**src/rtl/fp_adder_scheduler_pkg.sv**
```systemverilog
// Shared float type, scheduler state encoding and constants for the
// single-adder round-robin scheduler.
package floatingpoint;
  typedef logic [31:0] float;

  typedef enum logic [1:0] {
    IDLE    = 2'd0,
    ISSUE   = 2'd1,
    WAIT    = 2'd2,
    RESPOND = 2'd3
  } sched_state_t;

  localparam float FLOAT_ZERO = 32'h0000_0000;
endpackage

```
**src/rtl/fp_adder_scheduler_if.sv**
```systemverilog
// Bundles the requester handshakes and the shared-adder port of the scheduler.
// master = scheduler side, slave = clients plus adder side.
interface fp_adder_scheduler_if
  import floatingpoint::*;
#(
  parameter int NUM_REQ = 4
) ();
  logic [NUM_REQ-1:0] ReqValid;
  logic [NUM_REQ-1:0] ReqReady;
  float [NUM_REQ-1:0] ReqOp1;
  float [NUM_REQ-1:0] ReqOp2;
  logic [NUM_REQ-1:0] RspValid;
  logic [NUM_REQ-1:0] RspReady;
  float               RspResult;
  logic               RspError;
  float               AddOp1;
  float               AddOp2;
  logic               AddInputValid;
  float               AddResult;
  logic               AddResultValid;

  modport master (
    input  ReqValid, ReqOp1, ReqOp2, RspReady, AddResult, AddResultValid,
    output ReqReady, RspValid, RspResult, RspError, AddOp1, AddOp2, AddInputValid
  );

  modport slave (
    output ReqValid, ReqOp1, ReqOp2, RspReady, AddResult, AddResultValid,
    input  ReqReady, RspValid, RspResult, RspError, AddOp1, AddOp2, AddInputValid
  );
endinterface

```
**src/rtl/fp_adder_scheduler_rr_arbiter.sv**
```systemverilog
// Combinational round-robin arbiter: first asserted request at or above the
// pointer, wrapping around, as a one-hot grant plus its index.
module rr_arbiter #(
  parameter int NUM_REQ = 4
) (
  input  logic [NUM_REQ-1:0]         i_req,
  input  logic [$clog2(NUM_REQ)-1:0] i_ptr,
  output logic [NUM_REQ-1:0]         o_grant,
  output logic [$clog2(NUM_REQ)-1:0] o_idx,
  output logic                       o_any
);
  localparam int IDX_W = $clog2(NUM_REQ);

  int w_pos;

  always_comb begin
    o_grant = '0;
    o_idx   = '0;
    o_any   = 1'b0;
    w_pos   = 0;
    for (int k = 0; k < NUM_REQ; k++) begin
      w_pos = int'(i_ptr) + k;
      if (w_pos >= NUM_REQ) w_pos = w_pos - NUM_REQ;
      if (!o_any && i_req[w_pos]) begin
        o_any   = 1'b1;
        o_idx   = IDX_W'(w_pos);
        o_grant = NUM_REQ'(1) << w_pos;
      end
    end
  end
endmodule

```
**src/rtl/fp_adder_scheduler.sv**
```systemverilog
// Shares one FloatAdder among NUM_REQ requesters: round-robin accept, one
// start pulse, wait for the result or a timeout, route the answer back.
module fp_adder_scheduler
  import floatingpoint::*;
#(
  parameter int NUM_REQ = 4,
  parameter int TIMEOUT = 16
) (
  input logic                  Clock,
  input logic                  Reset,
  fp_adder_scheduler_if.master io_bus
);
  localparam int IDX_W = $clog2(NUM_REQ);
  localparam int CNT_W = $clog2(TIMEOUT + 1);
  localparam logic [CNT_W-1:0] CNT_LAST = CNT_W'(TIMEOUT - 1);
  localparam logic [CNT_W-1:0] CNT_SAT  = {CNT_W{1'b1}};
  localparam logic [IDX_W-1:0] IDX_LAST = IDX_W'(NUM_REQ - 1);

  sched_state_t       r_state;
  sched_state_t       w_next;
  logic [IDX_W-1:0]   r_rr_ptr;
  logic [IDX_W-1:0]   r_owner;
  logic [CNT_W-1:0]   r_wait_cnt;
  float               r_op1;
  float               r_op2;
  float               r_result;
  logic               r_err;
  logic [NUM_REQ-1:0] w_grant;
  logic [IDX_W-1:0]   w_grant_idx;
  logic               w_grant_any;
  logic               w_timeout;
  logic               w_rsp_hs;

  rr_arbiter #(.NUM_REQ(NUM_REQ)) u_arb (
    .i_req   (io_bus.ReqValid),
    .i_ptr   (r_rr_ptr),
    .o_grant (w_grant),
    .o_idx   (w_grant_idx),
    .o_any   (w_grant_any)
  );

  assign io_bus.AddOp1    = r_op1;
  assign io_bus.AddOp2    = r_op2;
  assign io_bus.RspResult = r_result;

  always_comb begin
    w_next               = r_state;
    io_bus.ReqReady      = '0;
    io_bus.RspValid      = '0;
    io_bus.RspError      = 1'b0;
    io_bus.AddInputValid = 1'b0;
    w_rsp_hs             = 1'b0;
    w_timeout            = (r_wait_cnt == CNT_LAST);
    unique case (r_state)
      IDLE: begin
        io_bus.ReqReady = w_grant;
        if (w_grant_any) w_next = ISSUE;
      end
      ISSUE: begin
        io_bus.AddInputValid = 1'b1;
        w_next               = WAIT;
      end
      WAIT: begin
        if (io_bus.AddResultValid || w_timeout) w_next = RESPOND;
      end
      RESPOND: begin
        io_bus.RspValid[r_owner] = 1'b1;
        io_bus.RspError          = r_err;
        if (io_bus.RspReady[r_owner]) begin
          w_rsp_hs = 1'b1;
          w_next   = IDLE;
        end
      end
      default: w_next = IDLE;
    endcase
  end

  // Operands stay in r_op* from the grant until the next grant, so the adder
  // sees them unchanged for the whole ISSUE/WAIT window.
  always_ff @(posedge Clock or negedge Reset) begin
    if (!Reset) begin
      r_state    <= IDLE;
      r_rr_ptr   <= '0;
      r_owner    <= '0;
      r_wait_cnt <= '0;
      r_op1      <= FLOAT_ZERO;
      r_op2      <= FLOAT_ZERO;
      r_result   <= FLOAT_ZERO;
      r_err      <= 1'b0;
    end else begin
      r_state <= w_next;
      unique case (r_state)
        IDLE: begin
          if (w_grant_any) begin
            r_op1   <= io_bus.ReqOp1[w_grant_idx];
            r_op2   <= io_bus.ReqOp2[w_grant_idx];
            r_owner <= w_grant_idx;
          end
        end
        ISSUE: r_wait_cnt <= '0;
        WAIT: begin
          if (r_wait_cnt != CNT_SAT) r_wait_cnt <= r_wait_cnt + CNT_W'(1);
          // A result arriving on the last allowed cycle beats the timeout.
          if (io_bus.AddResultValid) begin
            r_result <= io_bus.AddResult;
            r_err    <= 1'b0;
          end else if (w_timeout) begin
            r_result <= FLOAT_ZERO;
            r_err    <= 1'b1;
          end
        end
        RESPOND: begin
          if (w_rsp_hs) r_rr_ptr <= (r_owner == IDX_LAST) ? '0 : r_owner + IDX_W'(1);
        end
        default: ;
      endcase
    end
  end
endmodule

```
**src/flat_wrapper.sv**
```systemverilog
// flat-port wrapper written by rule: the top's interface ports become plain ports
module fp_adder_scheduler_flat import floatingpoint::*;
#(
  parameter int NUM_REQ = 4,
  parameter int TIMEOUT = 16
)
  (Clock, Reset, io_bus_ReqValid, io_bus_ReqOp1, io_bus_ReqOp2, io_bus_RspReady, io_bus_AddResult, io_bus_AddResultValid, io_bus_ReqReady, io_bus_RspValid, io_bus_RspResult, io_bus_RspError, io_bus_AddOp1, io_bus_AddOp2, io_bus_AddInputValid);
  fp_adder_scheduler_if #(.NUM_REQ(NUM_REQ)) io_bus_i ();
  input logic Clock;
  input logic Reset;
  input wire logic [$bits(io_bus_i.ReqValid)-1:0] io_bus_ReqValid;
  input wire logic [$bits(io_bus_i.ReqOp1)-1:0] io_bus_ReqOp1;
  input wire logic [$bits(io_bus_i.ReqOp2)-1:0] io_bus_ReqOp2;
  input wire logic [$bits(io_bus_i.RspReady)-1:0] io_bus_RspReady;
  input wire logic [$bits(io_bus_i.AddResult)-1:0] io_bus_AddResult;
  input wire logic [$bits(io_bus_i.AddResultValid)-1:0] io_bus_AddResultValid;
  output wire logic [$bits(io_bus_i.ReqReady)-1:0] io_bus_ReqReady;
  output wire logic [$bits(io_bus_i.RspValid)-1:0] io_bus_RspValid;
  output wire logic [$bits(io_bus_i.RspResult)-1:0] io_bus_RspResult;
  output wire logic [$bits(io_bus_i.RspError)-1:0] io_bus_RspError;
  output wire logic [$bits(io_bus_i.AddOp1)-1:0] io_bus_AddOp1;
  output wire logic [$bits(io_bus_i.AddOp2)-1:0] io_bus_AddOp2;
  output wire logic [$bits(io_bus_i.AddInputValid)-1:0] io_bus_AddInputValid;
  assign io_bus_i.ReqValid = io_bus_ReqValid;
  assign io_bus_i.ReqOp1 = io_bus_ReqOp1;
  assign io_bus_i.ReqOp2 = io_bus_ReqOp2;
  assign io_bus_i.RspReady = io_bus_RspReady;
  assign io_bus_i.AddResult = io_bus_AddResult;
  assign io_bus_i.AddResultValid = io_bus_AddResultValid;
  assign io_bus_ReqReady = io_bus_i.ReqReady;
  assign io_bus_RspValid = io_bus_i.RspValid;
  assign io_bus_RspResult = io_bus_i.RspResult;
  assign io_bus_RspError = io_bus_i.RspError;
  assign io_bus_AddOp1 = io_bus_i.AddOp1;
  assign io_bus_AddOp2 = io_bus_i.AddOp2;
  assign io_bus_AddInputValid = io_bus_i.AddInputValid;
  fp_adder_scheduler #(.NUM_REQ(NUM_REQ), .TIMEOUT(TIMEOUT)) u_core (.Clock(Clock), .Reset(Reset), .io_bus(io_bus_i));
endmodule
```
**config.mk**
```make
export PLATFORM = sky130hd
export DESIGN_NAME = fp_adder_scheduler_flat
export DESIGN_NICKNAME = d
export VERILOG_FILES = /design/src/rtl/fp_adder_scheduler_pkg.sv /design/src/rtl/fp_adder_scheduler_if.sv /design/src/rtl/fp_adder_scheduler_rr_arbiter.sv /design/src/rtl/fp_adder_scheduler.sv /design/src/flat_wrapper.sv
export SDC_FILE = /design/constraint.sdc
export NUM_CORES = 1
export LEC_CHECK = 0
export CAP_MARGIN = 40
export CELL_PAD_IN_SITES_DETAIL_PLACEMENT = 1
export CELL_PAD_IN_SITES_GLOBAL_PLACEMENT = 1
export CORE_UTILIZATION = 28
export CTS_CLUSTER_DIAMETER = 200
export CTS_CLUSTER_SIZE = 28
export DETAILED_ROUTE_END_ITERATION = 8
export GPL_TIMING_DRIVEN = 0
export PLACE_DENSITY = 0.85
export SYNTH_ARGS = -nofsm -noshare
export SYNTH_HDL_FRONTEND = slang
export SYNTH_SLANG_ARGS = --single-unit
```
**constraint.sdc**
```tcl
create_clock -name Clock -period 10.2 [get_ports Clock]
set_input_delay 2.55 -clock Clock [delete_from_list [all_inputs] [get_ports Clock]]
set_output_delay 2.55 -clock Clock [all_outputs]
set_load 0.005 [all_outputs]
```
### Yosys cells after proc, flatten, opt, wreduce, memory -nomap -nowiden

Index checks and enable logic that the tools add are counted.

* register bits: 108
* latch bits: 0
* RAM bits: 0
* ROM bits: 0
* input port bits: 299
* output and inout port bits: 106
* logic and storage cells: 111
* memories kept: 0

* $add $sub $neg: 9
* multipliers: 0
* divide/modulo/power cells: 0
* $lt $le $gt $ge: 11
* equality and inequality tests: 10
* shifts and indexed selects: 4
* muxes and demuxes: 53
* bitwise gates (word level): 0
* reductions and logical operators: 16

Operator list (number)
* 32-bit two-way mux: 8
* 32-bit binary-select mux with 2-bit select: 2
* 32-bit by 4-bit less-than comparator with 1-bit output, second input constant: 4
* 1-bit by 32-bit << shifter with 4-bit output, first input constant: 4
* 4-bit two-way mux: 6
* 1-bit two-way mux: 20
* 2-bit two-way mux: 8
* 3-bit by 3-bit subtractor with 4-bit output, second input constant: 3
* 1-bit binary-select mux with 2-bit select: 5
* 5-bit one-hot mux with 2 select lines: 1
* 3-bit greater-or-equal comparator, second input constant: 3
* 2-bit one-hot mux with 4 select lines: 1
* 2-bit AND reduction: 4
* 2-bit by 2-bit adder with 3-bit output, second input constant: 2
* 2-bit equality test, second input constant: 3
* 2-bit by 3-bit less-than comparator with 1-bit output, second input constant: 2
* 2-bit by 1-bit inequality test with 1-bit output, second input constant: 3
* 5-bit by 1-bit adder with 5-bit output, second input constant: 1
* 5-bit by 4-bit equality test with 1-bit output, second input constant: 1
* 5-bit two-way mux: 1
* 5-bit inequality test, second input constant: 1
* 1-bit logical AND: 4
* 2-bit nonzero test: 2
* 2-bit by 3-bit subtractor with 4-bit output, second input constant: 1
* other kinds (11): 13

### Depth between registers and ports, before layout

* word-level depth: 17
* mapped depth: 15

### By module

A second synthesis with hierarchy kept.

* cell total of the unflattened synthesis: 418
* area total of the unflattened synthesis: 6313.6 sq um

By module, submodules not included
* fp_adder_scheduler: times used 1, cells each 371, area each 5850.6 sq um, sequential area each 2702.6 sq um
* rr_arbiter: times used 1, cells each 47, area each 462.9 sq um, sequential area each 0.0 sq um

### Least setup slack after synthesis

Ideal clock, no wire load.

* kind: input to output
* from: input port io_bus_ReqValid[2]
* to: output port io_bus_ReqReady[0]
* arrival time: 4.035 ns
* path slack: 3.615 ns
* stages: 8
* buffers on the path: 3
* cell sequence: mux4_2 buf_4 nor2b_1 buf_6 clkbuf_1 a22oi_1 o21ai_0 and2_1

* word-level cells in the longest chain between the ends: 14

RTL lines
* start, declared: RTL line flat_wrapper.sv:11 `input wire logic [$bits(io_bus_i.ReqValid)-1:0] io_bus_ReqValid;`
* 1-bit binary-select mux with 2-bit select: RTL line fp_adder_scheduler_rr_arbiter.sv:24 `if (!o_any && i_req[w_pos]) begin`
* 1-bit two-way mux (not written as such) (2 in a row): RTL line fp_adder_scheduler_rr_arbiter.sv:24
* 1-bit two-way mux: RTL line fp_adder_scheduler_rr_arbiter.sv:24
* 1-bit logical NOT: RTL line fp_adder_scheduler_rr_arbiter.sv:24
* 1-bit logical AND: RTL line fp_adder_scheduler_rr_arbiter.sv:24
* 1-bit two-way mux: RTL line fp_adder_scheduler_rr_arbiter.sv:24
* 1-bit logical NOT: RTL line fp_adder_scheduler_rr_arbiter.sv:24
* 1-bit logical AND: RTL line fp_adder_scheduler_rr_arbiter.sv:24
* 1-bit two-way mux: RTL line fp_adder_scheduler_rr_arbiter.sv:24
* 1-bit logical NOT: RTL line fp_adder_scheduler_rr_arbiter.sv:24
* 1-bit logical AND: RTL line fp_adder_scheduler_rr_arbiter.sv:24
* 4-bit two-way mux *: RTL line fp_adder_scheduler_rr_arbiter.sv:24
* 4-bit two-way mux *: RTL line fp_adder_scheduler.sv:54 `unique case (r_state)`
* end, declared: RTL line flat_wrapper.sv:17 `output wire logic [$bits(io_bus_i.ReqReady)-1:0] io_bus_ReqReady;`

Mark *: on every way between the ends. The rest lies on a longest branch, timed or not. The select of a mux whose other input is x is not followed.

### Worst setup path after layout

* from: input port io_bus_ReqValid[2]
* to: output port io_bus_ReqReady[3]

The elaborated chain is that of the path after synthesis.

==> flow_summary.ini <==
[yosys]
syn_area_per_cell_sq_um = 9.421
synth_compound_area_share_pct = 23.59
yosys.area_share.adder_pct = 3.125
synthesis.nets = 1082
synth_edf_count = 0
async_flop_share_pct = 100.0
yosys_register_bits = 108
ys_seq_area_share_pct = 37.50
synth_top_family_by_area = compound AO/OA/AOI/OAI gates
synthSimpleGateAreaFrac_pct = 18.02
postSynthCellCount = 765
synth.distinct_cells = 41
yosysWarnings = 0
synthFlopType = dfrtp_1
syn-cell-area_sq_um = 7207
synth_xor_area_share_pct = 0
muxShareOfSynthArea_pct = 11.34

[place]
placed_cell_area_sq_um = 11690
numPortBuffers = 404
hpwl_microns = 26750
routabilityCongestion = 0.8653

[layout]
area_growth_pct = 66.56
design_area_sq_um = 12000
drive_gt1_share_pct = 4.300
mostFrequentLayoutCell = clkdlybuf4s50_1
fill_cells = 2840
fin_nets = 1498
final_cell_mix = clkdlybuf4s50_1 (403), dfrtp_1 (108), a211oi_1 (98)
diodes = 0

[grt]
grt_start_max_net_pins = 72
grt_overflow = 0
grt_pass1_wl_microns = 51410
antenna_found_initial = 1
grt_pass1_vias = 8850
grt_util_all_layers_pct = 25.47

[timing]
skew_ns = 0.01469
fmax_mhz = 121.3
hold_viol_final = 0
rsz0062_at_grt = no
tns_ns = 0
slew_headroom_pct = 42.32
worst_pin_slew_ns = 0.8652
period_minus_slack_ns = 8.244
maxSlewViolCount = 0
setup_viol = 0
finalCritPeriodShare_pct = 80.83

[clock_network]
cts_setup_buffers = 0
ctsHoldBuffers = 0
clockBufferDepth = 2
cts_root_buf = clkbuf_16
clock-sinks = 108
cts_resized = 0
path_clk_slew_ns = 0.08
clock_latency_ns = 0.36
cts_tree = yes
htreeDepth = 3
numCtsBuffers = 9

[drt]
finalWirelength_microns = 33820
remaining_drc_errors = 0
wl_met3_microns = 1943
dr_total_vias = 8143
vias_per_cell = 5.371
drt_iter0_drc = 452
antenna_left = 0
highest_layer = met4
wl_met2_microns = 17480
wl_met1_microns = 13640
drt_pass1_iterations = 5
post_drt_wl_per_cell_microns = 22.31

[floorplan]
start_util_pct = 28.62
die_area_sq_um = 26390
core_area_sq_um = 25180
num_io_pins = 405
fp-row-count = 58
die_w_microns = 162.4
die_h_microns = 162.4

[power_and_ir_drop]
powerDensity_nw_per_um2 = 283.7
combPwrFrac_pct = 66.1
clkPwrFrac_pct = 11.1
p_leak_nw = 4.903
p_seq_share_pct = 22.8
intPower_mw = 1.891
switching_power_mw = 1.514
p_sw_share_pct = 44.47
peakVddDrop_v = 0.0001326

[worst_hold_path]
hold_path.class = register to register
worstHoldStart = u_core.io_bus.RspResult[29]

[setup_path]
cp_max_fo = 10
r2r-start = u_core.r_rr_ptr[0]
arrival_ns = 5.69
critPathLaunch = io_bus_ReqValid[2]
end_kind = output pin
path_class = input pin to output pin
required_ns = 7.65
start_kind = input pin

[job]
max-cap-violations = 0

[status]
status = finished clean
## cell usage after synthesis (all sizes together) (5+ instances only)
library cell	count	area, sq um
and4b	27	270.3
buf	19	200.2
mux2i	67	670.6
o21ai	15	75.07
a211oi	102	785.8
dfrtp	108	2703
a22oi	31	232.7
a32oi	5	43.79
inv	13	48.80
a22o	33	289.0
nor2b	6	37.54
mux4	5	112.6
nand2	63	236.5
clkbuf	57	214.0
and3	38	237.7
a31oi	28	175.2
and2	11	68.82
nor3	28	145.1
nor2	69	259.0
ha	18	225.2
a21oi	5	36.29
## metal layers
| metal | GRT usage, % | up-vias |
|---|---|---|
| met5 | 0 | - |
| li1 | - | 3726 |
| met4 | 7.161 | 0 |
| met1 | 30.22 | 4072 |
| met3 | 5.093 | 42 |
| met2 | 46.13 | 303 |
## worst max-delay path, cell delays in order
cell,delay (ns)
clkdlybuf4s50_1,0.59
mux4_2,0.54
buf_4,0.19
nor2b_1,0.16
buf_6,0.14
clkbuf_1,0.46
a22oi_1,0.13
o21ai_0,0.23
and2_1,0.15
clkdlybuf4s50_1,0.53
## layout make-up
| class | count | area [sq um] | area share, % |
|---|---|---|---|
| Buffer | 76 | 414.1 | 3.450 |
| Clock buffer | 9 | 225.2 | 1.876 |
| Clock inverter | 7 | 86.33 | 0.7192 |
| Inverter | 13 | 48.80 | 0.4065 |
| Multi-Input combinational cell | 568 | 4041 | 33.67 |
| Sequential cell | 108 | 2703 | 22.51 |
| Tap cell | 330 | 412.9 | 3.440 |
| Timing Repair Buffer | 405 | 4073 | 33.93 |
## state kept, by name, indices dropped and copies added, names as in the netlist
name	cells
u_core.io_bus.AddOp1	32
u_core.r_wait_cnt	5
u_core.r_rr_ptr	2
u_core.r_state	2
u_core.r_owner	2
u_core.io_bus.RspResult	32
u_core.r_err	1
u_core.io_bus.AddOp2	32
## metrics by stage
step	total power, mW	worst slack, ns	hold slack, ns	util [%]	instances
floorplan	2.003	3.615	0.4642	-	765
global placement	2.956	2.000	0.4864	46.32	1499
detailed placement	3.034	2.098	0.4899	46.43	1500
CTS	3.435	2.069	0.5161	47.67	1516
global route	3.644	1.850	0.5387	47.67	1516
finish	3.405	1.956	0.5129	47.67	1516
## final timing paths
path	slack (ns)	endpoint	cells after the start
max in group asynchronous	7.39	u_core.io_bus.AddOp2[4]	2
max	1.96	io_bus_ReqReady[3]	10
max reg2reg	5.63	u_core.io_bus.AddOp1[8]	14
min	0.51	u_core.io_bus.RspResult[29]	1
min in group asynchronous	2.10	u_core.io_bus.AddOp1[7]	1
min reg2reg	0.51	u_core.io_bus.RspResult[29]	1
## power groups by stage
stage	Clock [mW]	Sequential [mW]	Combinational, mW
after detailed placement	0	0.783	2.25
final	0.378	0.776	2.25
after global routing	0.407	0.803	2.43
after global placement	0	0.771	2.19
after floorplan	0	0.773	1.23
after CTS	0.393	0.776	2.27
## cell families after synthesis
logic type      Yosys count
buf+inv                  89
fa+ha+maj                18
mux                      75
flops                   108
simple gates            248
compound gates          227
Power figures use the tool's default switching activity.
